## src/rtl/fpa_sched.sv

```systemverilog
`timescale 1ns/1ps
// fpa:       combinational single-precision add core. It aligns the smaller
//            operand and adds or subtracts the magnitudes. It returns the sign
//            and biased exponent of the larger operand together with a raw
//            28-bit mantissa: [27] carry, [26] hidden, [25:3] fraction and
//            [2:0] guard/round/sticky.
// fpa_sched: round-robin front end for two requesters. It drives fpa, then
//            normalizes iteratively, rounds to nearest-even and packs the
//            result onto a single tagged response channel.

module fpa (
  input  logic [31:0] i_a,
  input  logic [31:0] i_b,
  output logic        o_sign,
  output logic [7:0]  o_exp,
  output logic [27:0] o_mant
);
  logic        w_a_big;
  logic [31:0] w_big;
  logic [31:0] w_small;
  logic [7:0]  w_e_big;
  logic [7:0]  w_e_small;
  logic [7:0]  w_diff;
  logic [27:0] w_m_big;
  logic [27:0] w_m_small;
  logic [27:0] w_mask;
  logic [27:0] w_shifted;

  // Order operands by magnitude, align the smaller one (shifted-out bits fold into sticky), then add/sub
  always_comb begin
    w_a_big   = (i_a[30:0] >= i_b[30:0]);
    w_big     = w_a_big ? i_a : i_b;
    w_small   = w_a_big ? i_b : i_a;
    // denormals behave as exponent 1 with no hidden bit
    w_e_big   = (w_big[30:23]   == 8'd0) ? 8'd1 : w_big[30:23];
    w_e_small = (w_small[30:23] == 8'd0) ? 8'd1 : w_small[30:23];
    w_diff    = w_e_big - w_e_small;
    w_m_big   = {1'b0, (w_big[30:23]   != 8'd0), w_big[22:0],   3'b000};
    w_m_small = {1'b0, (w_small[30:23] != 8'd0), w_small[22:0], 3'b000};
    w_mask    = ~(28'hFFF_FFFF << w_diff);
    w_shifted = w_m_small >> w_diff;
    w_shifted[0] = w_shifted[0] | (|(w_m_small & w_mask));
    if (w_big[31] ^ w_small[31]) begin
      o_mant = w_m_big - w_shifted;
    end else begin
      o_mant = w_m_big + w_shifted;
    end
    o_sign = w_big[31];
    o_exp  = w_e_big;
  end
endmodule

module fpa_sched #(
  parameter logic        RR_START  = 1'b0,
  parameter logic [31:0] NAN_VALUE = 32'h7FC0_0000
) (
  input  logic        clk,
  input  logic        rst_n,
  input  logic        req0_valid,
  output logic        req0_ready,
  input  logic [31:0] req0_a,
  input  logic [31:0] req0_b,
  input  logic        req1_valid,
  output logic        req1_ready,
  input  logic [31:0] req1_a,
  input  logic [31:0] req1_b,
  output logic        resp_valid,
  input  logic        resp_ready,
  output logic        resp_id,
  output logic [31:0] resp_result,
  output logic        busy
);
  typedef enum logic [2:0] {
    S_IDLE  = 3'd0,
    S_EXEC  = 3'd1,
    S_NORM  = 3'd2,
    S_ROUND = 3'd3,
    S_RESP  = 3'd4
  } state_t;

  state_t      r_state;
  state_t      w_next;
  logic        r_last;
  logic        r_id;
  logic        r_nan;
  logic        r_sign;
  logic [31:0] r_a;
  logic [31:0] r_b;
  logic [9:0]  r_exp;
  logic [27:0] r_mant;
  logic [31:0] r_result;
  logic        r_resp_valid;
  logic        r_resp_id;
  logic        r_busy;

  logic        w_grant;
  logic        w_idle;
  logic        w_accept;
  logic        w_nan;
  logic        w_norm_shl;
  logic        w_fpa_sign;
  logic [7:0]  w_fpa_exp;
  logic [27:0] w_fpa_mant;
  logic        w_inc;
  logic [23:0] w_frac_sum;
  logic [9:0]  w_exp_rnd;
  logic [22:0] w_frac_rnd;
  logic [31:0] w_packed;

  fpa u_fpa (
    .i_a    (r_a),
    .i_b    (r_b),
    .o_sign (w_fpa_sign),
    .o_exp  (w_fpa_exp),
    .o_mant (w_fpa_mant)
  );

  // Grant: a lone valid wins; on a tie the port not granted last wins
  always_comb begin
    w_grant = 1'b0;
    if (req0_valid && req1_valid) begin
      w_grant = ~r_last;
    end else if (req1_valid) begin
      w_grant = 1'b1;
    end else begin
      w_grant = 1'b0;
    end
  end

  assign w_idle     = (r_state == S_IDLE);
  assign w_accept   = w_idle && (req0_valid || req1_valid);
  assign req0_ready = w_idle && req0_valid && !w_grant;
  assign req1_ready = w_idle && req1_valid &&  w_grant;

  assign w_nan      = (r_a[30:23] == 8'hFF) || (r_b[30:23] == 8'hFF);
  // another left shift is needed only while no leading one, non-zero and not yet denormal
  assign w_norm_shl = !r_mant[27] && !r_mant[26] && (r_mant != 28'd0) && (r_exp != 10'd1);

  // Round-to-nearest-even on the normalized mantissa and pack the IEEE word
  always_comb begin
    w_inc      = r_mant[2] & (r_mant[1] | r_mant[0] | r_mant[3]);
    w_frac_sum = {1'b0, r_mant[25:3]} + {23'd0, w_inc};
    w_exp_rnd  = r_exp + {9'd0, w_frac_sum[23]};
    w_frac_rnd = w_frac_sum[23] ? 23'd0 : w_frac_sum[22:0];
    if (w_exp_rnd >= 10'd255) begin
      w_packed = {r_sign, 8'hFF, 23'd0};
    end else begin
      w_packed = {r_sign, w_exp_rnd[7:0], w_frac_rnd};
    end
  end

  // Next-state logic; a NaN operand skips NORM so ROUND only selects the forced value
  always_comb begin
    w_next = r_state;
    case (r_state)
      S_IDLE: begin
        if (w_accept) begin
          w_next = S_EXEC;
        end else begin
          w_next = S_IDLE;
        end
      end
      S_EXEC: begin
        if (w_nan) begin
          w_next = S_ROUND;
        end else begin
          w_next = S_NORM;
        end
      end
      S_NORM: begin
        if (w_norm_shl) begin
          w_next = S_NORM;
        end else begin
          w_next = S_ROUND;
        end
      end
      S_ROUND: w_next = S_RESP;
      S_RESP: begin
        if (resp_ready) begin
          w_next = S_IDLE;
        end else begin
          w_next = S_RESP;
        end
      end
      default: w_next = S_IDLE;
    endcase
  end

  // State register
  always_ff @(posedge clk or negedge rst_n) begin
    if (!rst_n) begin
      r_state <= S_IDLE;
    end else begin
      r_state <= w_next;
    end
  end

  // Operand latch, fpa capture, iterative normalization and result register
  always_ff @(posedge clk or negedge rst_n) begin
    if (!rst_n) begin
      r_a       <= 32'd0;
      r_b       <= 32'd0;
      r_id      <= 1'b0;
      r_last    <= ~RR_START;
      r_sign    <= 1'b0;
      r_exp     <= 10'd0;
      r_mant    <= 28'd0;
      r_nan     <= 1'b0;
      r_result  <= 32'd0;
      r_resp_id <= 1'b0;
    end else begin
      case (r_state)
        S_IDLE: begin
          if (w_accept) begin
            r_a    <= w_grant ? req1_a : req0_a;
            r_b    <= w_grant ? req1_b : req0_b;
            r_id   <= w_grant;
            r_last <= w_grant;
          end
        end
        S_EXEC: begin
          r_sign <= w_fpa_sign;
          r_exp  <= {2'b00, w_fpa_exp};
          r_mant <= w_fpa_mant;
          r_nan  <= w_nan;
        end
        S_NORM: begin
          if (r_mant[27]) begin
            r_mant <= {1'b0, r_mant[27:2], r_mant[1] | r_mant[0]};
            r_exp  <= r_exp + 10'd1;
          end else if (r_mant[26]) begin
            r_mant <= r_mant;
          end else if (r_mant == 28'd0) begin
            r_sign <= 1'b0;
            r_exp  <= 10'd0;
          end else if (r_exp == 10'd1) begin
            r_exp  <= 10'd0;
          end else begin
            r_mant <= {r_mant[26:0], 1'b0};
            r_exp  <= r_exp - 10'd1;
          end
        end
        S_ROUND: begin
          r_result  <= r_nan ? NAN_VALUE : w_packed;
          r_resp_id <= r_id;
        end
        default: begin
          r_result <= r_result;
        end
      endcase
    end
  end

  // Registered status outputs derived from the upcoming state
  always_ff @(posedge clk or negedge rst_n) begin
    if (!rst_n) begin
      r_resp_valid <= 1'b0;
      r_busy       <= 1'b0;
    end else begin
      r_resp_valid <= (w_next == S_RESP);
      r_busy       <= (w_next != S_IDLE);
    end
  end

  assign resp_valid  = r_resp_valid;
  assign resp_id     = r_resp_id;
  assign resp_result = r_result;
  assign busy        = r_busy;
endmodule

```

## config.mk

```make
export PLATFORM = sky130hd
export DESIGN_NAME = fpa_sched
export DESIGN_NICKNAME = d
export VERILOG_FILES = /design/src/rtl/fpa_sched.sv
export SDC_FILE = /design/constraint.sdc
export NUM_CORES = 1
export LEC_CHECK = 0
export ABC_AREA = 1
export CAP_MARGIN = 20
export CELL_PAD_IN_SITES_DETAIL_PLACEMENT = 1
export CELL_PAD_IN_SITES_GLOBAL_PLACEMENT = 1
export CORE_MARGIN = 4
export CORE_UTILIZATION = 25
export CTS_BUF_LIST = sky130_fd_sc_hd__clkbuf_8 sky130_fd_sc_hd__clkbuf_16
export DETAILED_ROUTE_END_ITERATION = 8
export DONT_BUFFER_PORTS = 1
export GPL_TIMING_DRIVEN = 0
export PLACE_DENSITY_LB_ADDON = 0.1
export SLEW_MARGIN = 20
export SYNTH_ARGS = -nofsm -noshare
export SYNTH_HDL_FRONTEND = slang
export SYNTH_SLANG_ARGS = --single-unit
export TNS_END_PERCENT = 10
```

## constraint.sdc

```tcl
create_clock -name clk -period 20.3 [get_ports clk]
set_input_delay 2.03 -clock clk [delete_from_list [all_inputs] [get_ports clk]]
set_output_delay 2.03 -clock clk [all_outputs]
set_load 0.02 [all_outputs]
```

# Yosys cells after proc, flatten, opt, wreduce, memory -nomap -nowiden
# Index checks and enable logic that the tools add are counted.
[op_classes] n_addsub=7 n_lt_le_gt_ge=2 n_eq_ne=15 shift=2 mux=31 bitwise_logic=8 reduce_logical=28
[ops] cell="2-to-1 mux 32 bit" n=5
[ops] cell="2-to-1 mux 27 bit" n=4
[ops] cell="one-hot mux 28 bit (2 select lines)" n=1
[ops] cell="2-to-1 mux 10 bit" n=4
[ops] cell=">= comparator 31 bit" n=1
[ops] cell="2-to-1 mux 31 bit" n=1
[ops] cell="adder 27 x 28 -> 28 bit" n=1
[ops] cell="bitwise AND 27 x 28 -> 28 bit" n=1
[ops] cell="logical NOT 28 bit" n=1
[ops] cell="2-to-1 mux 28 bit" n=1
[ops] cell="inverter 28 bit" n=1
[ops] cell="nonzero test 28 bit" n=1
[ops] cell="OR reduction 28 bit" n=1
[ops] cell="left shift 28 x 8 -> 28 bit (first input constant)" n=1
[ops] cell="right shift 27 x 8 -> 28 bit" n=1
[ops] cell="subtractor 27 x 28 -> 28 bit" n=1
[ops] cell="adder 23 x 1 -> 24 bit" n=1
[ops] cell="2-to-1 mux 23 bit" n=1
[ops] cell="one-hot mux 10 bit (2 select lines)" n=1
[ops] cell="== test 8 bit (second input constant)" n=2
[ops] cell="logical NOT 8 bit" n=2
[ops] cell="2-to-1 mux 8 bit" n=2
[ops] cell="nonzero test 8 bit" n=2
[ops] cell="one-hot mux 3 bit (5 select lines)" n=1
[ops] cell="other kinds (27)" n=55
[totals] register_bits=144 inputBits=133 out_inout_bits=37

# Longest topological paths before layout
# Gate-level depths: netlist of run 1.
[logic_depth] ltp_word=13 mapped_depth=67 ltp_nobuf=62

# By module
# Synthesis of run 1 repeated with hierarchy kept, for this count alone.
[hier_totals] cells_unflattened=2511 hier_area_um2=15811.4
[modules_own_cells] mod="fpa_sched" instances=1 cells_each=1112 area_per_inst_um2=8488.1 seq_area_each_um2=3604.7
[modules_own_cells] mod="fpa" instances=1 cells_each=1399 area_per_inst_um2=7323.3 seq_area_each_um2=0.0

# Least setup slack after synthesis of run 1
# No wires, ideal clock.
[synth_path] path_type="register -> register" start="register r_b[30]" end="register r_mant[26]" setup_time_ps=77 arrival_ps=7395 required_ps=20223 slack_ps=12827 path_stages_with_launch=58 n_path_buf=6 cell_sequence="dfrtp_1 inv_1 ha_1 nand2_2 inv_1 nand2_1 nand2_1 a21oi_1 nand2_1 nor2_4 nand2_4 buf_2 buf_4 buf_2 clkbuf_1 o21ai_0 inv_1 nor4_1 (+22 left out) nand3_1 nand2_1 nand3_1 nand2_1 nand3_1 nand2_1 nand3_1 nand2_1 nand3_1 nand2_1 nand3_1 nand2_1 nand3_1 o211ai_1 nand2_1 nand2_1 nand3_1 a21oi_1"
[synth_between] elab_chain_cells=13
[synth_rtl] element="from (decl)" line_no="88" rtl="logic [31:0] r_b;"
[synth_rtl] element="from (signal assigned)" line_no="216" rtl="r_b <= w_grant ? req1_b : req0_b;"
[synth_rtl] element=">= comparator 31 bit" line_no="31" rtl="w_a_big = (i_a[30:0] >= i_b[30:0]);"
[synth_rtl] element="2-to-1 mux 32 bit (on tied branches)" line_no="32, 33"
[synth_rtl] element="logical NOT 8 bit (on tied branches)" line_no="35, 36"
[synth_rtl] element="2-to-1 mux 8 bit (on tied branches)" line_no="35, 36"
[synth_rtl] element="subtractor 8 bit" line_no="37" rtl="w_diff = w_e_big - w_e_small;"
[synth_rtl] element="left shift 28 x 8 -> 28 bit" line_no="40" rtl="w_mask = ~(28'hFFF_FFFF << w_diff);"
[synth_rtl] element="inverter 28 bit" line_no="40"
[synth_rtl] element="bitwise AND 27 x 28 -> 28 bit" line_no="42" rtl="w_shifted[0] = w_shifted[0] | (|(w_m_small & w_mask));"
[synth_rtl] element="OR reduction 28 bit" line_no="42"
[synth_rtl] element="bitwise OR 1 bit" line_no="42"
[synth_rtl] element="adder 27 x 28 -> 28 bit / subtractor 27 x 28 -> 28 bit (equally long branches)" line_no="46, 44"
[synth_rtl] element="2-to-1 mux 28 bit *" line_no="43" rtl="if (w_big[31] ^ w_small[31]) begin"
[synth_rtl] element="one-hot mux 28 bit (2 select lines) *" line_no="212" rtl="case (r_state)"
[synth_rtl] element="to (signal assigned)" line_no="224" rtl="r_mant <= w_fpa_mant;"
[synth_rtl] element="to (signal assigned)" line_no="229" rtl="r_mant <= {1'b0, r_mant[27:2], r_mant[1] | r_mant[0]};"
[synth_rtl] element="to (signal assigned)" line_no="232" rtl="r_mant <= r_mant;"
[synth_rtl] element="to (decl)" line_no="90" rtl="logic [27:0] r_mant;"
# Mark *: on every way between the ends. The rest lies on a longest branch, timed or not.
# A chain may end at the register's enable or synchronous reset.

# Final worst setup path of run 1
[layout_path] start="register r_b[26]" end="register r_mant[24]"
# The elaborated chain is that of the path after synthesis.

==> results of run 1 <==
==> cell usage after synthesis (all sizes together), types with 8 or more instances <==
master and number:
xor2 31, nand2 561, nand4 48, nor4 9, nand3 169, ha 93
o31ai 12, mux2 65, nor3 30, buf 32, o211ai 8, inv 300
o21ai 233, nor2 169, a21boi 10, or2 8, dfrtp 143, a22oi 12
o22ai 32, clkbuf 69, a21oi 126, a31oi 24
==> flip-flops by register name (all words and copies together), names as in the netlist, 3 cells and up <==
signal / flops
r_mant: 28
r_a: 32
r_state: 3
r_exp: 10
resp_result: 32
r_b: 32
==> routing by layer <==
layer	global-route usage, %	share of wire [%]	up-vias
met5	0	0	-
met4	6.19	2.4	0
met3	2.82	2.8	60
met2	36.2	49	277
met1	26.8	46	7334
li1	-	-	7457
==> worst min-delay path by stage <==
stage,from,endpoint,slack (ps),cells after the start
after global placement,r_last$_DFFE_PN1P_,r_last$_DFFE_PN1P_,470,2
after floorplan,r_nan$_DFFE_PN0P_,r_nan$_DFFE_PN0P_,450,2
final,r_last$_DFFE_PN1P_,r_last$_DFFE_PN1P_,490,2
after CTS,r_last$_DFFE_PN1P_,r_last$_DFFE_PN1P_,490,2
after global routing,r_last$_DFFE_PN1P_,r_last$_DFFE_PN1P_,520,2
after detailed placement,r_last$_DFFE_PN1P_,r_last$_DFFE_PN1P_,480,2
==> cell type report <==
| cell class | count | area, um^2 |
|---|---|---|
| fill | 7302 | 41500 |
| multi-input combinational | 1680 | 9310 |
| sequential | 144 | 3600 |
| inverter | 306 | 1150 |
| tap | 765 | 957 |
| clock buffer | 18 | 439 |
| buffer | 101 | 439 |
| clock inverter | 14 | 166 |
| antenna | 1 | 2.50 |
==> through the flow <==
| stage | hold WS, ps | cell area (um^2) | worst slack (ps) | utilization, % |
|---|---|---|---|---|
| after floorplan | 450 | 14500 | 12830 | - |
| after global placement | 468 | 15500 | 10300 | 26.8 |
| after detailed placement | 483 | 15500 | 10230 | 26.8 |
| after CTS | 494 | 16100 | 10200 | 27.9 |
| after global routing | 519 | 16100 | 9270 | 27.9 |
| final | 487 | 16100 | 10240 | 27.9 |
==> cell families (layout without fill, tap and decap cells) <==
family	count (synthesis)	count (layout)	synth area share [%]
simple gates	1002	1002	30.1
compound gates	482	482	18.5
buf+inv	407	439	10.9
flops	144	144	24.9
fa+ha+maj	95	95	8.30
mux	65	65	5.05
xor+xnor	36	36	2.17
other cells	0	1	0
==> worst reg2reg max path: cells and delay by family, from the launching register on <==
kind | cells | cell delay, ps
xor gates and xnor gates | 1 | 150
adders and majority gates | 4 | 1260
and+or+nand+nor | 32 | 3910
buffers and inverters | 12 | 2590
DFF | 1 | 400
AOI/OAI and AO/OA | 9 | 1710
==> run summary, run 1 <==
Hold Path Class: reg2reg
CP Launch Point: r_b[26]$_DFFE_PN0P_
Routed Antenna Nets: 0
CTS max path bufs: 2
most frequent cells in the layout: 546 x nand2_1, 292 x inv_1, 216 x o21ai_0, 165 x nand3_1, 157 x nor2_1
Distinct cells, synth: 64
syn_area_per_cell: 6.50 um^2
Top delay family on crit path: simple AND/OR/NAND/NOR gates
FF-to-FF setup slack: 10240 ps
Synth Cell Area: 0.0145 mm^2
setup violators final: 0
WL/cell: 21.4 um
htree depth: 4
minimum clock period: 10060 ps
drt first pass iters: 5
Worst-Skew Late Latency: 490 ps
Seq cells post-synth: 144
CP arrival: 10480 ps
gr usage total: 20.8%
stages on the worst setup path: 58
CP max stage cell: clkinv_1
MaxCap Viol Count: 0
post-CTS setup buffer count: 0
Async SR Flop Fraction: 100%
Peak Freq: 99.4 MHz
die area: 0.0619 mm^2
Yosys top cell by area: dfrtp_1
CTS tree: built
crit-path max FO: 10
Buf/Inv on CP: 12
ranking of synthesized cells by area: dfrtp_1 25%, nand2_1 14%, ha_1 8.0%, o21ai_0 7.5%, inv_1 7.5%
RSZ-0062 raised after global routing: no
final slew viol count: 0
initial antenna violation count: 1
Initial Util: 25.2%
Yosys top cell area share: 24.7%
synthesized netlist cell count: 2231
Worst EP required: 20720 ps
slew margin rel.: 28.2%
vias in the first global route: 16100
Routed WL: 64800 um
RR Endpoint: r_mant[24]$_DFFE_PN0P_
dpl cells: 2996
most frequent CP cell: nand2_1
TritonCTS buffer count: 17
drt first-iter violations: 725
area delta synth->final: 10.8%
Die Height: 249 um
layout cells sized above 1: 7.56%
syn_nets: 2459
R2R Path Start: r_b[26]$_DFFE_PN0P_
crit share post-route: 49.6%
row cnt: 88
final hold vios: 0
global route overflow: 0
I/O pins: 170
Port Buffers: 0
GP Congestion: 0.873
status: finished, final reports clean
Setup crit end: r_mant[24]$_DFFE_PN0P_
EDFF count, synth: 0
sequential element share of the synthesized area: 24.9%
post-cts repair resize count: 0
first-pass GRT wire length: 99300 um
R2R depth: 58
most common cell after layout, fill and taps aside: nand2_1
ys flop type: dfrtp_1
drt drc: 0
die width: 249 um
CP startpoint kind: flop
DPL Wire Length: 53900 um
core region area: 0.0576 mm^2
count of hold-fix buffers inserted at cts: 0
Final #Nets: 2478
Critical Path Max Stage Delay: 520 ps
WS Path Type: reg2reg
pin count of the biggest net entering global routing: 145
Critical Path End Type: flop
Yosys warnings: 0
Fin Setup TNS: 0 ps
clk sinks: 144
Slew @ Worst Pin: 1070 ps
Fin Clk Skew: 9.16 ps
Final Non-Filler Cells: 3029
clk root buf: clkbuf_16
vias post-DR: 15100
Clock transition at path regs: 60 ps
vias per std cell: 4.99
Power of run 1 is left out: the tool's default activity adds up to more than one toggle a clock period on the data nets, which glitch-free logic cannot reach.
==> run 2: changes to the inputs <==
==> constraint.sdc (replaced) <==
create_clock -name clk -period 8.77 [get_ports clk]
set_input_delay 0.877 -clock clk [delete_from_list [all_inputs] [get_ports clk]]
set_output_delay 0.877 -clock clk [all_outputs]
set_load 0.02 [all_outputs]
==> run summary, run 2 (same netlist as run 1, synthesis figures left out) <==
status: finished, final reports clean
Final #Nets: 2498
Critical Path Max Stage Delay: 430 ps
most common cell after layout, fill and taps aside: nand2_1
CP max stage cell: dfrtp_2
GR met1 Demand/Resource: 26.7%
setup violators final: 0
htree depth: 4
count of hold-fix buffers inserted at cts: 0
first-pass GRT wire length: 99300 um
FF-to-FF setup slack: 660 ps
core region area: 0.0576 mm^2
CP arrival: 8530 ps
crit-path max FO: 10
crit share post-route: 92.4%
drt first-iter violations: 714
CTS tree: built
most frequent CP cell: nand2_1
Slew @ Worst Pin: 1090 ps
Worst-Skew Late Latency: 490 ps
Fin Setup TNS: 0 ps
met2 Use GR: 36.3%
WL/cell: 21.4 um
drt first pass iters: 5
CP startpoint kind: flop
vias per std cell: 4.99
pin count of the biggest net entering global routing: 145
gr usage total: 20.7%
Fin Clk Skew: 8.92 ps
clk root buf: clkbuf_16
initial antenna violation count: 1
global route overflow: 0
R2R Path Start: r_a[25]$_DFFE_PN0P_
layout cells sized above 1: 10.8%
Worst Slack Setup Final: 663 ps
vias post-DR: 15200
R2R depth: 57
Worst EP required: 9190 ps
dpl ws: -1300 ps
multi-input logic area: 0.00953 mm^2
die width: 249 um
RR Endpoint: r_mant[25]$_DFFE_PN0P_
row cnt: 88
TritonCTS buffer count: 17
Hold Path Class: in2async
GP Congestion: 0.873
Routed WL: 65300 um
Port Buffers: 0
Clock transition at path regs: 60 ps
drt drc: 0
I/O pins: 170
met3 Use GR: 2.80%
Die Height: 249 um
die area: 0.0619 mm^2
GR peak layer: met2
layout filler cell count: 7287
minimum clock period: 8110 ps
Critical Path End Type: flop
Peak Freq: 123 MHz
slew margin rel.: 26.7%
Routed Antenna Nets: 0
DPL Wire Length: 53900 um
clk sinks: 144
n_diodes: 0
most frequent cells in the layout: 539 x nand2_1, 289 x inv_1, 204 x o21ai_0, 158 x nand3_1, 155 x nor2_1
final hold vios: 0
CTS max path bufs: 2
final slew viol count: 0
WS Path Type: reg2reg
Reg area: 0.00361 mm^2
area delta synth->final: 13.8%
Initial Util: 25.2%
MaxCap Viol Count: 0
vias in the first global route: 16100
run 2: cell count changes in the layout (fill, tap and decap cells not counted), moves of 5 or more:
cell      delta
nand2_1      -7
nand3_1      -7
nand2_2      +6
buf_4       +21
ha_1         -5
o21ai_0     -12
clkbuf_2     +5
nand3_2      +7
clkbuf_1     -6
o21ai_2     +12
run 2: timing repair:
item                       4_1_cts  5_1_grt
gates resized for setup         27       62
cloned                           0        1
pin swaps                        2       17
setup endpoints to repair       19       12
setup buffers                    2       20
run 2: worst max-delay path, delay by kind of cell (launching register included):
| family | cells | cell delay, ps |
|---|---|---|
| fa+ha+maj | 4 | 1300 |
| buf+inv | 9 | 950 |
| flops | 1 | 430 |
| simple gates | 31 | 3310 |
| compound gates | 13 | 2010 |
run 2: cell type report:
| class | count | area share [%] |
|---|---|---|
| inverters | 306 | 6.98 |
| well taps | 765 | 5.80 |
| flip-flops and latches | 144 | 21.9 |
| plain buffers | 98 | 2.83 |
| repair buffers | 23 | 1.07 |
| multi-input cells | 1680 | 57.8 |
| clock inverters | 14 | 1.01 |
| clock buffers | 18 | 2.66 |
run 2: worst max path at each step:
stage                              from                     end  slack (ps)
CTS                 r_b[26]$_DFFE_PN0P_  r_mant[24]$_DFFE_PN0P_          50
global placement    r_b[14]$_DFFE_PN0P_  r_mant[24]$_DFFE_PN0P_       -1230
global route        r_b[12]$_DFFE_PN0P_  r_mant[24]$_DFFE_PN0P_         -40
detailed placement  r_b[26]$_DFFE_PN0P_  r_mant[24]$_DFFE_PN0P_       -1300
floorplan           r_b[30]$_DFFE_PN0P_  r_mant[26]$_DFFE_PN0P_        1300
finish              r_a[25]$_DFFE_PN0P_  r_mant[25]$_DFFE_PN0P_         660
run 2: stage by stage:
step | cell area (um^2) | utilization, % | hold WS (ps) | std cells
after floorplan | 14500 | - | 450 | 2231
after detailed placement | 15500 | 26.8 | 483 | 2996
after global placement | 15500 | 26.8 | 468 | 2996
after global routing | 16500 | 28.6 | 45.3 | 3048
after CTS | 16100 | 28.0 | 23.2 | 3029
final | 16500 | 28.6 | 77.3 | 3048
run 2: routing by layer:
metal | part of all wire (%) | wire length, um
met1 | 46 | 30200
met2 | 49 | 31900
met3 | 2.6 | 1690
met4 | 2.3 | 1520
met5 | 0 | 0
Power of run 2 is left out for the same reason.
==> run 3: changes to the inputs <==
--- a/config.mk
+++ b/config.mk
@@ -10,7 +10,7 @@
 export CELL_PAD_IN_SITES_DETAIL_PLACEMENT = 1
 export CELL_PAD_IN_SITES_GLOBAL_PLACEMENT = 1
 export CORE_MARGIN = 4
-export CORE_UTILIZATION = 25
+export CORE_UTILIZATION = 42
 export CTS_BUF_LIST = sky130_fd_sc_hd__clkbuf_8 sky130_fd_sc_hd__clkbuf_16
 export DETAILED_ROUTE_END_ITERATION = 8
 export DONT_BUFFER_PORTS = 1
@@ -20,4 +20,4 @@
 export SYNTH_ARGS = -nofsm -noshare
 export SYNTH_HDL_FRONTEND = slang
 export SYNTH_SLANG_ARGS = --single-unit
-export TNS_END_PERCENT = 10
+export TNS_END_PERCENT = 20
==> run summary, run 3 (same netlist as run 1, synthesis figures left out) <==
R2R depth: 48
most common cell after layout, fill and taps aside: nand2_1
Reg area: 0.00361 mm^2
placed inst area: 0.0151 mm^2
crit-path max FO: 19
clk sinks: 144
Worst EP required: 9140 ps
row cnt: 67
Fin Clk Skew: 12.1 ps
CP startpoint kind: flop
CP max stage cell: fa_2
Critical Path Max Stage Delay: 580 ps
vias per std cell: 5.72
FF-to-FF setup slack: 490 ps
fin area: 0.0160 mm^2
Routed Antenna Nets: 0
final slew viol count: 0
I/O pins: 170
MaxCap Viol Count: 0
R2R Path Start: r_a[26]$_DFFE_PN0P_
Final Non-Filler Cells: 2730
area delta synth->final: 10.6%
die area: 0.0376 mm^2
crit share post-route: 94.4%
CTS max path bufs: 2
CP arrival: 8650 ps
clk root buf: clkbuf_16
RR Endpoint: r_mant[25]$_DFFE_PN0P_
WS Path Type: reg2reg
setup violators final: 0
Critical Path End Type: flop
drt first-iter violations: 920
TritonCTS buffer count: 17
Die Height: 194 um
gr usage total: 30.1%
htree depth: 4
Port Buffers: 0
Hold Path Class: in2async
most frequent cells in the layout: 541 x nand2_1, 287 x inv_1, 205 x o21ai_0, 162 x nand3_1, 155 x nor2_1
CP Launch Point: r_a[26]$_DFFE_PN0P_
Fin Setup TNS: 0 ps
DPL Wire Length: 46700 um
final hold vios: 0
global route overflow: 0
Peak Freq: 121 MHz
n_diodes: 0
vias in the first global route: 16300
GP Congestion: 0.931
vias post-DR: 15600
Slew @ Worst Pin: 984 ps
pin count of the biggest net entering global routing: 145
die width: 194 um
layout cells sized above 1: 10.6%
Clock transition at path regs: 60 ps
multi-input logic area: 0.00951 mm^2
drt drc: 0
initial antenna violation count: 0
WL/cell: 21.4 um
most frequent CP cell: nand2_1
drt first pass iters: 5
status: finished, final reports clean
Fin Hold WS: 125 ps
Initial Util: 42.9%
slew margin rel.: 33.7%
Worst-Skew Late Latency: 450 ps
Final #Nets: 2497
minimum clock period: 8280 ps
dpl cells: 2679
count of hold-fix buffers inserted at cts: 0
CTS tree: built
core region area: 0.0338 mm^2
layout filler cell count: 4559
Routed WL: 58400 um
first-pass GRT wire length: 90900 um
[run 3: changes by cell type in the layout (fill, tap and decap cells not counted), moves of 4 or more]
cell / before / now
o21ai_1: 16 / 20
o21ai_2: 13 / 8
nand3_1: 158 / 162
nand3_2: 11 / 7
[run 3: final cells by class]
type / count / area share [%]
tap: 448 / 3.50
inverter: 306 / 7.19
timing repair buffer: 22 / 1.11
buffer: 98 / 2.88
multi-input combinational: 1680 / 59.3
clock inverter: 13 / 0.718
sequential: 144 / 22.5
clock buffer: 19 / 2.82
[run 3: metrics by stage]
step | util [%] | worst slack, ps
final | 47.5 | 491
after global routing | 47.5 | -45.3
after CTS | 46.5 | 42.9
after detailed placement | 44.6 | -1250
after global placement | 44.6 | -1060
after floorplan | - | 1300
[run 3: critical path: cells and delay by family, from the launching register on]
kind            cells  cell delay [ps]
compound gates     11             2090
fa+ha+maj           5             1780
buf+inv            10             1620
flops               1              430
simple gates       22             2240
[run 3: worst max-delay path by stage]
stage	to	cells after the start
2_1_floorplan	r_mant[26]$_DFFE_PN0P_	57
3_3_place_gp	r_mant[24]$_DFFE_PN0P_	58
3_5_place_dp	r_mant[24]$_DFFE_PN0P_	58
4_1_cts	r_mant[24]$_DFFE_PN0P_	64
5_1_grt	r_mant[25]$_DFFE_PN0P_	50
6_report	r_mant[25]$_DFFE_PN0P_	48
[run 3: repair_timing]
action                                  4_1_cts  5_1_grt
setup buffers                                 2       19
endpoints found under the setup margin       19       17
gates resized for setup                      27       54
gates cloned                                  0        1
pin swaps                                     2       17
[run 3: metal layers]
| layer | vias up | track usage, % | share of wire [%] |
|---|---|---|---|
| met5 | - | 0 | 0 |
| met4 | 0 | 10.7 | 3.4 |
| met3 | 95 | 3.37 | 3.5 |
| met2 | 392 | 53.1 | 50 |
| met1 | 7639 | 38.1 | 43 |
| li1 | 7480 | - | - |
Power of run 3 is left out for the same reason.
